### config.mk
export PLATFORM = sky130hd
export DESIGN_NAME = division32_16
export DESIGN_NICKNAME = d
export VERILOG_FILES = /design/src/rtl/ia_arith_pkg.sv /design/src/rtl/div_step.sv /design/src/rtl/division32_16.sv
export SDC_FILE = /design/constraint.sdc
export NUM_CORES = 1
export LEC_CHECK = 0
export ABC_AREA = 0
export CAP_MARGIN = 0
export CORE_UTILIZATION = 51
export CTS_BUF_LIST = sky130_fd_sc_hd__clkbuf_8
export CTS_CLUSTER_SIZE = 25
export DETAILED_ROUTE_END_ITERATION = 8
export PLACE_DENSITY = 0.8
export SLEW_MARGIN = 10
export SYNTH_ARGS = -nofsm -noshare
export SYNTH_HDL_FRONTEND = slang
export SYNTH_SLANG_ARGS = --single-unit
export TNS_END_PERCENT = 1
### constraint.sdc
create_clock -name clk -period 2.9 [get_ports clk]
set_clock_uncertainty 0.15 [all_clocks]
set_input_delay 0.58 -clock clk [delete_from_list [all_inputs] [get_ports clk]]
set_output_delay 0.58 -clock clk [all_outputs]
set_load 0.1 [all_outputs]
### src/rtl/ia_arith_pkg.sv
// Shared definitions for the IA arithmetic blocks (multiplier and divider).
//
// Contents:
//   div_state_t - control states of the sequential divider
//   MULT_W      - multiplier operand width, also the divisor/remainder width
//   PROD_W      - multiplier product width, also the dividend/quotient width
//   DIV0_FILL   - fill bit for the quotient reported on a divide by zero
package ia_arith_pkg;

  typedef enum logic [1:0] {
    IDLE = 2'd0,
    RUN  = 2'd1,
    FIN  = 2'd2
  } div_state_t;

  localparam int MULT_W = 16;
  localparam int PROD_W = 32;

  // A divide by zero reports a quotient of all ones, at whatever width the
  // quotient happens to be.
  localparam logic DIV0_FILL = 1'b1;

endpackage

### src/rtl/div_step.sv
// One combinational restoring-division step.
//
// Ports:
//   rem_in  [WD-1:0] - partial remainder, always smaller than the divisor
//   bit_in           - next dividend bit, MSB first
//   divisor [WD-1:0] - divisor, non-zero
//   rem_out [WD-1:0] - partial remainder after this step
//   q_bit            - quotient bit produced by this step
module div_step #(
  parameter int WD = 16
) (
  input  logic [WD-1:0] rem_in,
  input  logic          bit_in,
  input  logic [WD-1:0] divisor,
  output logic [WD-1:0] rem_out,
  output logic          q_bit
);

  logic [WD:0] trial;
  logic [WD:0] diff;

  // The trial value needs WD+1 bits. Because rem_in < divisor, the trial value
  // is below 2*divisor, so the top bit of the difference is its sign. When the
  // subtraction is rejected, the trial value is below the divisor and fits in
  // WD bits.
  always_comb begin
    trial   = {rem_in, bit_in};
    diff    = trial - {1'b0, divisor};
    q_bit   = ~diff[WD];
    rem_out = q_bit ? diff[WD-1:0] : trial[WD-1:0];
  end

endmodule

### src/rtl/division32_16.sv
// Sequential unsigned divider, restoring radix-2, one quotient bit per clock.
// It recovers a multiplier factor from a product and the other factor.
//
// Ports:
//   clk            - rising-edge clock
//   rst            - synchronous active-high reset, aborts a division
//   start          - request pulse, sampled only in IDLE
//   e1    [WN-1:0] - dividend, captured when start is accepted
//   e2    [WD-1:0] - divisor, captured when start is accepted
//   busy           - a division is in progress (RUN or FIN)
//   done           - one-cycle pulse, results valid
//   q     [WN-1:0] - quotient, held until the next result
//   r     [WD-1:0] - remainder, held until the next result
//   div0           - the captured divisor was zero, held with q and r
//
// WD must not exceed WN, and WN must be at least 2.
module division32_16
  import ia_arith_pkg::*;
#(
  parameter int WN = PROD_W,
  parameter int WD = MULT_W
) (
  input  logic          clk,
  input  logic          rst,
  input  logic          start,
  input  logic [WN-1:0] e1,
  input  logic [WD-1:0] e2,
  output logic          busy,
  output logic          done,
  output logic [WN-1:0] q,
  output logic [WD-1:0] r,
  output logic          div0
);

  localparam int CW = $clog2(WN);

  div_state_t    state;
  div_state_t    state_next;
  logic [CW-1:0] count;
  logic [WN-1:0] dividend;
  logic [WN-1:0] quot;
  logic [WD-1:0] divisor;
  // The WD+1-bit partial remainder exists only as the trial value inside
  // div_step. Between steps it is always below the divisor, so WD bits hold it.
  logic [WD-1:0] prem;
  logic [WD-1:0] rem_next;
  logic          q_bit;
  logic          zero_div;

  div_step #(.WD(WD)) u_step (
    .rem_in  (prem),
    .bit_in  (dividend[WN-1]),
    .divisor (divisor),
    .rem_out (rem_next),
    .q_bit   (q_bit)
  );

  // State register
  always_ff @(posedge clk) begin
    if (rst) begin
      state <= IDLE;
    end else begin
      state <= state_next;
    end
  end

  // Next-state logic. A zero divisor skips RUN and reports at once.
  always_comb begin
    state_next = state;
    case (state)
      IDLE:    if (start) state_next = (e2 == '0) ? FIN : RUN;
      RUN:     if (count == '0) state_next = FIN;
      FIN:     state_next = IDLE;
      default: state_next = IDLE;
    endcase
  end

  // Output logic
  always_comb begin
    busy = (state != IDLE);
  end

  // Datapath. Operands are copied at the accepted start so e1/e2 may change
  // afterwards. Visible results change only in FIN or on reset.
  always_ff @(posedge clk) begin
    if (rst) begin
      count    <= '0;
      dividend <= '0;
      quot     <= '0;
      divisor  <= '0;
      prem     <= '0;
      zero_div <= 1'b0;
      done     <= 1'b0;
      q        <= '0;
      r        <= '0;
      div0     <= 1'b0;
    end else begin
      done <= 1'b0;
      case (state)
        IDLE: begin
          if (start) begin
            dividend <= e1;
            divisor  <= e2;
            prem     <= '0;
            quot     <= '0;
            count    <= CW'(WN - 1);
            zero_div <= (e2 == '0);
          end
        end
        RUN: begin
          prem     <= rem_next;
          quot     <= {quot[WN-2:0], q_bit};
          dividend <= dividend << 1;
          if (count != '0) count <= count - 1'b1;
        end
        FIN: begin
          done <= 1'b1;
          if (zero_div) begin
            // The dividend register is untouched on this path, so its low
            // bits are e1[WD-1:0].
            q    <= {WN{DIV0_FILL}};
            r    <= dividend[WD-1:0];
            div0 <= 1'b1;
          end else begin
            q    <= quot;
            r    <= prem;
            div0 <= 1'b0;
          end
        end
        default: ;
      endcase
    end
  end

endmodule

# After elaboration in Yosys (flattened, before gate mapping)
# Cells that the tools add are included.
word_totals:
  register_bits: 154
  out_inout_bits: 51
  in_bits: 51
  elab_cells: 47
op_classes:
  addsub: 2
  n_reduce_logical: 10
  n_eq_ne: 5
  n_bitwise: 1
  muxes: 18
op_table:
  columns: ["operator", "count"]
  rows:
  - ["one-hot mux 32 bit (2 select lines)", 2]
  - ["two-way mux 32 bit", 3]
  - ["two-way mux 16 bit", 3]
  - ["one-hot mux 16 bit (2 select lines)", 1]
  - ["subtractor 17 x 16 -> 17 bit", 1]
  - ["logical NOT 16 bit", 1]
  - ["two-way mux 5 bit", 2]
  - ["one-hot mux 5 bit (2 select lines)", 1]
  - ["two-way mux 2 bit", 3]
  - ["inequality test 2 bit (second input constant)", 3]
  - ["AND reduction 2 bit", 3]
  - ["logical NOT 5 bit", 1]
  - ["nonzero test 5 bit", 1]
  - ["subtractor 5 x 1 -> 5 bit (second input constant)", 1]
  - ["one-hot mux 2 bit (2 select lines)", 1]
  - ["nonzero test 2 bit", 2]
  - ["AND reduction 3 bit", 1]
  - ["equality test 2 x 1 -> 1 bit (second input constant)", 1]
  - ["equality test 2 bit (second input constant)", 1]
  - ["logical NOT 2 bit", 1]
  - ["two-way mux 1 bit", 2]
  - ["NOT 1 bit", 1]

# Logic depth before layout (Yosys ltp)
# Gate-level depths: netlist (run 1).
depth:
  depth_word: 4
  depth_mapped: 12
  ltp_nobuf: 10

# Modules after synthesis
# A second synthesis (run 1) with hierarchy kept.
hier_totals:
  hier_cells: 809
  area_unflattened_um2: 6846.6
modules_own_cells:
  columns: ["module", "seq_area_each_um2", "cells_per_inst", "instances", "area_per_inst_um2"]
  rows:
  - ["division32_16", 3083.0, 681, 1, 5836.8]
  - ["div_step", 0.0, 128, 1, 1009.7]

# Least setup slack after synthesis (run 1)
# No wires, ideal clock.
synth_path:
  path_kind: "flip-flop to flip-flop"
  startpoint: "reg dividend[31]"
  endpoint: "reg prem[14]"
  stages_incl_launch_ff: 12
  period_less_slack_ns: 2.696
  path_slack_ns: 0.204
  t_arrival_ns: 2.426
  setup_ns: 0.120
  n_path_buf: 1
  required_ns: 2.630
  cell_sequence: "dfxtp_1 > inv_1 > ha_1 > inv_1 > fa_1 > a211oi_1 > o21ai_1 > a32o_1 > or3_1 > buf_6 > o2111a_1 > a211o_1"
synth_between:
  elab_chain_cells: 3
synth_rtl:
  columns: ["item", "line", "source"]
  rows:
  - ["start: declaration", "division32_16.sv:40", "logic [WN-1:0] dividend;"]
  - ["start signal: assignment", "division32_16.sv:113", "dividend <= dividend << 1;"]
  - ["subtractor 17 x 16 -> 17 bit", "div_step.sv:28", "diff = trial - {1'b0, divisor};"]
  - ["two-way mux 16 bit", "div_step.sv:30", "rem_out = q_bit ? diff[WD-1:0] : trial[WD-1:0];"]
  - ["one-hot mux 16 bit (2 select lines)", "division32_16.sv:99", "case (state)"]
  - ["end signal: assignment", "division32_16.sv:111", "prem <= rem_next;"]
  - ["end: declaration", "division32_16.sv:45", "logic [WD-1:0] prem;"]
# No other way between the ends.
# A chain may end at the register's enable or synchronous reset.

# Worst setup path after layout (run 1)
layout_path:
  startpoint: "reg dividend[31]"
  endpoint: "reg prem[13]"
# The elaborated chain is that of the path after synthesis.

==> results of run 1 <==
-- worst min-delay path by stage --
stage	start	endpoint	slack, ns	depth (start not counted)
finish	divisor[9]	divisor[9]	0.31	2
global route	divisor[3]	divisor[3]	0.32	2
CTS	divisor[9]	divisor[9]	0.31	2
detailed placement	divisor[9]	divisor[9]	0.30	2
global placement	dividend[29]	dividend[29]	0.29	2
floorplan	dividend[16]	dividend[16]	0.29	2
-- state kept, by name, indices dropped and copies added, names as in the netlist --
| register | count |
|---|---|
| count | 5 |
| div0 | 1 |
| dividend | 32 |
| divisor | 16 |
| done | 1 |
| prem | 16 |
| q | 32 |
| quot | 32 |
| r | 16 |
| state | 2 |
| zero_div | 1 |
-- logic make-up after synthesis --
logic type	after synthesis
AND/OR/NAND/NOR	335
AO/OA/AOI/OAI	205
flip-flops	154
buffers and inverters	91
multiplexers	27
adder cells (fa/ha/maj)	19
XOR/XNOR	13
-- per-layer routing --
metal,GRT usage,routed length [um],vias to the layer above
li1,-,-,3134
met1,0.336,7960,2957
met2,0.404,8160,176
met3,0.0514,840,22
met4,0.0841,314,0
met5,0,0,-
-- area by class of cell --
type | count | area, sq um
multi-input combinational | 599 | 3440
sequential | 154 | 3080
fill | 1129 | 4480
timing repair buffer | 131 | 1160
clock buffer | 19 | 262
inverter | 23 | 86.3
tap | 172 | 215
clock inverter | 12 | 101
-- power breakdown --
| part | total [mW] | switching, mW | internal, mW |
|---|---|---|---|
| registers | 2.42 | 0.135 | 2.28 |
| logic | 2.75 | 1.66 | 1.09 |
| clock network | 1.51 | 0.799 | 0.714 |
| total | 6.68 | 2.59 | 4.09 |
-- worst max-delay path, stage by stage (launching register included) --
cell      delay, ns
dfxtp_1        0.33
inv_1          0.07
ha_1           0.15
inv_1          0.05
fa_2           0.36
a211oi_2       0.30
o21ai_2        0.09
buf_4          0.18
a211oi_4       0.27
nor3_2         0.10
or4_1          0.53
o211ai_1       0.11
-- cells in the final DEF, fill, tap and decap left out, drive strengths merged, types with 6 or more instances in the layout --
cell	synthesis	final
a211oi	21	21
a21oi	101	101
a22oi	31	31
buf	9	82
clkbuf	59	19
clkdlybuf4s50	0	49
dfxtp	154	154
ha	18	18
inv	23	28
mux2i	27	27
nand2	132	132
nand2b	6	6
nand3	34	34
nor2	65	65
nor3	72	72
nor4	7	7
o211ai	8	8
o21ai	21	21
xnor2	9	9
==> results by group, run 1 <==
STA
  • Final max-slew violation count: 0
  • Worst setup margin: between 0.1 and 0.15 ns
  • Minimum hold slack: 0.306 ns
  • Clock period minus worst slack: 2.76 ns
  • Total Neg Setup Slack: 0 ns
  • Final hold vios: 0
  • Top achievable clock speed: 362 MHz
  • Setup Viol. Count Final: 0
  • Part of the cycle the worst path needs: 0.953
  • Actual slew at the worst max-slew pin: 0.782 ns
  • RSZ-0062 raised after global routing: no
  • Slew headroom: 0.478

Yosys
  • Compound-Gate Fraction of Synth Area: 0.186
  • XOR/XNOR Fraction of Synth Area: 0.0167
  • Main combinational cell family by area after synthesis: simple AND/OR/NAND/NOR gates
  • Post-Synth Adder-Cell Area: 0.0359
  • Multiplexer share of the synthesized area: 0.0396
  • Post-synth top area cell: dfxtp_1
  • Synth unique cells: 52
  • Cell Area, Synth: 6830 sq um
  • Post-synth EDFFs: 0
  • Post-synthesis cell count: 844
  • Yosys warning count: 0
  • Synth Area in Simple Gates: 0.217
  • Dominant synthesized flop cell: dfxtp_1
  • Share of the synthesized area in the top cell type: 0.451
  • Synth async-reset ratio: 0
  • Register bit total from synthesis: 154
  • Register area share after synthesis: 0.451
  • Mapped Nets: 914
  • Synth cell count leaders: dfxtp_1 (154), nand2_1 (132), a21oi_1 (101)
  • Syn_area_per_cell: 8.09 sq um
  • Most numerous cell in the Yosys netlist: dfxtp_1
  • Dominant cells by area after synthesis: dfxtp_1 (45%), a21oi_1 (7.4%), nand2_1 (7.3%)

Floorplanning
  • FP Rows: 41
  • Initial Util: 0.533
  • Horiz. Die Dim: roughly 120 um
  • Die height: about 120 um
  • Core area: 12800 sq um
  • Die area: 13900 sq um
  • IO Count: 102

GRT
  • Largest net degree at the start of global routing: 109
  • Vias in the first global route: 5597
  • Total track usage: 0.252
  • Initial antenna violation count: 0
  • Global-route wire length before repair: 28200 um
  • GR Overflow Total: 0

Clock network
  • TritonCTS clock tree: built
  • PostCTS Resize Cnt: 0
  • CTS root buf: clkbuf_8
  • CTS H-tree depth: 4
  • Num Clock Sinks: 154
  • Clock buffer count from CTS: 17
  • Max clock buf depth: 2
  • Worst skew pair latency: 0.45 ns
  • Post-CTS setup buffer count: 0
  • CTS Hold Bufs: 0
  • CTS clk-pin slew, worst paths: 0.08 ns

Worst setup path
  • Critical path arrival: ~3.0 ns
  • WP data required: approximately 3.1 ns
  • Crit Reg-Reg Endpoint: prem[13]
  • CP startpoint: dividend[31]
  • Critical Path End: prem[13]
  • R2r setup slk: 0.14 ns
  • CP Capture Type: register
  • CP Class: register to register
  • Crit Path Max Fanout: 5
  • Launching point of the worst reg2reg path: dividend[31]
  • CP Launch Type: register
  • Worst Reg-to-Reg Cells: 11

Detailed routing
  • DRC errors left: 0
  • DRT antenna net count: 0
  • Routed len/inst: 15.6 um
  • 1st-pass router iterations: 5
  • Routed vias: 6289
  • Starting DRT DRC Count: 396
  • WL final: 17300 um
  • Vias per cell: 5.67

Finish
  • Layout cells sized above 1: 0.134
  • Layout overhead on the synthesized area: 22.1%
  • Nets: 996
  • Layout Utilization: 0.650
  • Final non-filler cell total: 1110
  • Ant. Diodes: 0
  • Design area: 8340 sq um

Placement
  • Post-DP HPWL: 11900 um
  • Placement Setup Slack: between 0.05 and 0.06 ns
  • Routability cong.: 0.883
  • Dpl cells: 1079
  • Count of input and output buffers: 101
  • Cell Area, Placed: around 7900 sq um

Hold path
  • Worst Hold Class: register to register

Power
  • PD cells: 801 nW/um^2
  • VDD IR max: 499 uV
  • Tot Pwr: 6.68 mW
  • Pleak: 3.10 nW

Run status
  • Status: complete, no violations

Run
  • Max-Cap Viols: 0
Note: power is estimated with default switching activity, not from simulation.
==> inputs of run 2 (changes only) <==
Settings changed: ABC_AREA 0 to 1, PLACE_DENSITY 0.8 to 0.79.
==> run 2 against run 1 <==
Core utilization fell by 3.1 points. Clock power rose by 3%. First-iteration DRC count fell by 1.5%. Hold slack improved by 0.0089 ns. Register-to-register slack improved by 0.34 ns. Critical path depth rose by 4. Area after synthesis rose by 5.3%. Critical endpoint is now prem[14].
==> results by group, run 2 <==
Run status
  • Status: complete, no violations

Floorplanning
  • IO Count: 102
  • Die area: 14600 sq um
  • Horiz. Die Dim: 121 um
  • Initial Util: 0.520
  • FP Rows: 43
  • Core area: 13800 sq um
  • Die height: between 100 and 150 um

Yosys
  • Dominant synthesized flop cell: dfxtp_1
  • Synth unique cells: 36
  • Syn_area_per_cell: 7.13 sq um
  • Post-synthesis cell count: 1009
  • Register area share after synthesis: 0.429
  • Synth cell count leaders: nand2_1 (343), dfxtp_1 (154), a21oi_1 (132)
  • Most numerous cell in the Yosys netlist: nand2_1
  • Synth async-reset ratio: 0
  • Register bit total from synthesis: 154
  • Mapped Nets: roughly 1100
  • Post-synth EDFFs: 0
  • Cell Area, Synth: 7190 sq um
  • Dominant cells by area after synthesis: dfxtp_1 (43%), nand2_1 (18%), a21oi_1 (9.2%)
  • Post-synth top area cell: dfxtp_1
  • Yosys warning count: 0
  • Share of the synthesized area in the top cell type: 0.429

Clock network
  • CTS root buf: clkbuf_8
  • CTS Hold Bufs: 0
  • Num Clock Sinks: about 150
  • Post-CTS setup buffer count: 0
  • CTS clk-pin slew, worst paths: roughly 0.080 ns
  • Clock buffer count from CTS: 17
  • Worst skew pair latency: about 0.47 ns
  • Max clock buf depth: 2
  • PostCTS Resize Cnt: 0
  • CTS H-tree depth: 4
  • TritonCTS clock tree: built

Detailed routing
  • DRT antenna net count: 0
  • Starting DRT DRC Count: 390
  • Vias per cell: between 5 and 6
  • WL final: 17000 um
  • 1st-pass router iterations: 5
  • Routed vias: 6662
  • Routed len/inst: 13.3 um
  • DRC errors left: 0

Placement
  • Post-DP HPWL: 11500 um
  • Routability cong.: between 0.8 and 0.9
  • Dpl cells: 1246
  • Count of input and output buffers: about 100

Power
  • VDD IR max: 360 uV
  • Pleak: around 3.5 nW
  • PD cells: 659 nW/um^2

Worst setup path
  • CP Class: register to register
  • Crit Path Max Fanout: 16
  • CP Capture Type: register
  • Critical path arrival: 2.68 ns
  • Worst Reg-to-Reg Cells: 15
  • WP data required: between 3 and 4 ns
  • CP Launch Type: register

STA
  • Top achievable clock speed: 412 MHz
  • Part of the cycle the worst path needs: 0.837
  • Final hold vios: 0
  • Minimum hold slack: 0.315 ns
  • Slew headroom: 0.414
  • Final max-slew violation count: 0
  • Total Neg Setup Slack: 0 ns
  • Setup Viol. Count Final: 0
  • RSZ-0062 raised after global routing: no
  • Clock period minus worst slack: 2.43 ns
  • Actual slew at the worst max-slew pin: 0.877 ns

Finish
  • Register area: around 3100 sq um
  • Most frequent cells in the layout: nand2_1 (343), dfxtp_1 (154), a21oi_1 (132)
  • Registers with the most flip-flops: dividend x32, q x32, quot x32
  • Layout Utilization: 0.619
  • Layout overhead on the synthesized area: 19.0%
  • Area of the multi-input gates: 3510 sq um
  • Final non-filler cell total: ~1300
  • Ant. Diodes: 0
  • Most common cell after layout, fill and taps aside: nand2_1
  • Layout cells sized above 1: 0.136
  • Nets: 1155
  • Fillers: 1248

GRT
  • Initial antenna violation count: 0
  • Vias in the first global route: around 6000
  • Total track usage: 0.248
  • GR Overflow Total: 0
  • Largest net degree at the start of global routing: 88
  • Global-route wire length before repair: 29000 um

Hold path
  • Worst Hold Class: register to register
  • Hold path depth: 2

Run
  • Max-Cap Viols: 0
-- run 2: cell count changes in the layout (fill, tap and decap cells not counted), sizes merged, moves of 32 or more --
| cell | delta |
|---|---|
| a21oi | +43 |
| nand2 | +232 |
| nor2 | -36 |
| a31oi | +32 |
| o21ai | +46 |
| inv | +71 |
| nor3 | -69 |
-- run 2: worst paths after layout --
path                              startpoint  endpoint  slack, ns
worst max-delay path            dividend[31]  prem[14]       0.47
worst min-delay path                    q[4]      q[4]       0.31
worst max register to register  dividend[31]  prem[14]       0.47
worst min register to register          q[4]      q[4]       0.31
-- run 2: cell families after synthesis --
| family | synth area share |
|---|---|
| simple gates | 0.259 |
| compound gates | 0.185 |
| flops | 0.429 |
| buf+inv | 0.0847 |
| fa+ha+maj | 0.0341 |
| xor+xnor | 0.00852 |
-- run 2: stage by stage --
stage                     power, mW  cell area (sq um)  setup WS, ns
after global routing           5.99               8560         0.245
after floorplan                3.75               7190         0.787
after CTS                      5.67               8560         0.453
after global placement         4.09               8190         0.417
final                          5.64               8560         0.473
after detailed placement       4.11               8190         0.378
-- run 2: final cells by class --
| type | count | area share |
|---|---|---|
| Clock buffer | 18 | 0.0290 |
| Clock inverter | 14 | 0.0145 |
| Inverter | 92 | 0.0404 |
| Multi-Input combinational cell | 705 | 0.410 |
| Sequential cell | 154 | 0.360 |
| Tap cell | 180 | 0.0263 |
| Timing Repair Buffer | 115 | 0.120 |
-- run 2: worst max-delay path, stage by stage, from the launching register on --
cell     delay, ns
dfxtp_1       0.32
inv_1         0.08
ha_1          0.14
inv_1         0.07
fa_1          0.40
nand2_1       0.09
nand2_2       0.08
nand3_2       0.09
nand2_2       0.09
nand2_2       0.10
nand3_1       0.11
nand2_4       0.31
nand2_1       0.08
nand2_1       0.08
nand2_1       0.05
a21oi_1       0.13
-- run 2: report_power, final --
part | leakage [nW] | switching [mW] | total [mW] | internal (mW)
Sequential | 1.25 | 0.0876 | 2.33 | 2.24
Clock | 0.197 | 0.853 | 1.56 | 0.708
Combinational | 2.03 | 1.19 | 1.75 | 0.561
Total | 3.48 | 2.13 | 5.64 | 3.51
-- run 2: routing by layer --
layer,share of wire,vias to the layer above,wire [um],track usage
met1,0.47,3063,7990,0.328
met2,0.46,174,7730,0.394
li1,-,3398,-,-
met3,0.057,27,972,0.0613
met4,0.017,0,291,0.0872
met5,0,-,0,0
==> inputs of run 3 (changes only) <==
Settings changed: PLACE_DENSITY 0.79 to 0.76.
Clock period 2.9 ns to 2.4 ns, I/O delays scaled along.
==> run 3 against run 2 <==
Cell area is 2.1% higher. Non-clock buffer count rose by 6. Sequential power is 21% higher. Critical path type unchanged. Largest power group unchanged.
==> results by group, run 3 (synthesized netlist as in run 2, its figures left out) <==
STA
  • Minimum hold slack: 0.312 ns
  • Top achievable clock speed: 453 MHz
  • Setup Viol. Count Final: 0
  • Total Neg Setup Slack: 0 ns
  • RSZ-0062 raised after global routing: no
  • Final hold vios: 0
  • Part of the cycle the worst path needs: 0.921
  • Final max-slew violation count: 0
  • Actual slew at the worst max-slew pin: about 0.6 ns
  • Clock period minus worst slack: 2.21 ns
  • Slew headroom: 0.589

GRT
  • Global-route wire length before repair: ~29000 um
  • Total track usage: 0.252
  • Initial antenna violation count: 0
  • Vias in the first global route: 6203
  • GR Overflow Total: 0
  • Largest net degree at the start of global routing: 120

Clock network
  • CTS Hold Bufs: 0
  • Post-CTS setup buffer count: 0
  • CTS clk-pin slew, worst paths: 0.09 ns
  • Worst skew pair latency: around 0.46 ns
  • Clock buffer count from CTS: 17
  • CTS H-tree depth: 4
  • Max clock buf depth: 2
  • CTS root buf: clkbuf_8
  • Num Clock Sinks: ~150
  • PostCTS Resize Cnt: 0
  • TritonCTS clock tree: built

Worst setup path
  • WP data required: 2.58 ns
  • CP Launch Type: register
  • Crit Path Max Fanout: 8
  • CP Capture Type: register
  • Critical path arrival: about 2.4 ns
  • CP Class: register to register

Detailed routing
  • DRC errors left: 0
  • 1st-pass router iterations: 5
  • Vias per cell: 5.25
  • Routed len/inst: 13.9 um
  • Starting DRT DRC Count: 593
  • WL final: 17800 um
  • DRT antenna net count: 0
  • Routed vias: 6751

Placement
  • Dpl cells: between 1000 and 1500
  • Routability cong.: a little under 0.9
  • Post-DP HPWL: 11700 um
  • Count of input and output buffers: between 100 and 150

Floorplanning
  • Core area: between 10000 and 15000 sq um
  • Die area: 14600 sq um
  • IO Count: around 100
  • Initial Util: 0.520
  • FP Rows: 43
  • Die height: between 100 and 150 um
  • Horiz. Die Dim: 121 um

Finish
  • Layout overhead on the synthesized area: 21.5%
  • Registers with the most flip-flops: dividend x32, q x32, quot x32
  • Most frequent cells in the layout: nand2_1 (343), dfxtp_1 (154), a21oi_1 (132)
  • Fillers: 1274
  • Nets: 1163
  • Final non-filler cell total: roughly 1300
  • Ant. Diodes: 0
  • Layout cells sized above 1: 0.146
  • Layout Utilization: 0.632
  • Most common cell after layout, fill and taps aside: nand2_1

Run
  • Max-Cap Viols: 0

Power
  • Pleak: 3.55 nW
  • VDD IR max: 392 uV
  • Tot Pwr: between 7 and 8 mW
  • PD cells: just over 800 nW/um^2

Hold path
  • Worst Hold Class: register to register

Run status
  • Status: complete, no violations
[run 3: cell count changes in the layout (fill, tap and decap cells not counted), sizes merged]
cell	change
bufinv	+1
clkbuf	+2
clkinv	+1
buf	+6
clkinvlp	+1
nand2	+2
inv	-6
[run 3: worst paths after layout]
check / startpoint / end / slack [ns] / cells after the start
worst min-delay path: q[25] / q[25] / 0.31 / 2
worst min register to register: q[25] / q[25] / 0.31 / 2
worst max-delay path: dividend[31] / prem[12] / 0.19 / 15
worst max register to register: dividend[31] / prem[12] / 0.19 / 15
[run 3: power by group]
group	total, mW	switching (mW)	internal [mW]
combinational	2.31	1.52	0.789
sequential	2.82	0.104	2.71
clock	2.03	1.01	1.02
total	7.16	2.64	4.52
[run 3: metal layers]
metal / up-vias / routed length [um] / track usage
li1: 3418 / - / -
met1: 3121 / 8300 / 0.332
met2: 189 / 8130 / 0.406
met3: 23 / 1100 / 0.0486
met4: 0 / 279 / 0.0972
met5: - / 0 / 0
[run 3: stage by stage]
step	setup WS, ns	instance area [sq um]
after detailed placement	0.129	8290
after CTS	0.143	8710
after floorplan	0.287	7190
after global routing	0.0459	8740
after global placement	0.162	8290
final	0.191	8740
[run 3: area by class of cell]
class                           instances  area [sq um]  share of cell area
Sequential cell                       154          3080               0.353
Tap cell                              180           225              0.0258
Multi-Input combinational cell        707          3540               0.405
Clock inverter                         11           139              0.0159
Timing Repair Buffer                  121          1130               0.129
Inverter                               92           345              0.0395
Clock buffer                           20           275              0.0315
[run 3: critical path, stage by stage (launching register included)]
cell	delay, ns
dfxtp_1	0.32
inv_1	0.07
ha_1	0.14
inv_1	0.07
fa_2	0.35
nand2_1	0.08
nand2_2	0.07
nand3_2	0.08
nand2_2	0.06
nand2_2	0.09
nand3_1	0.12
nand2_4	0.15
buf_12	0.17
nand2_4	0.05
nand3_2	0.07
a21oi_2	0.05
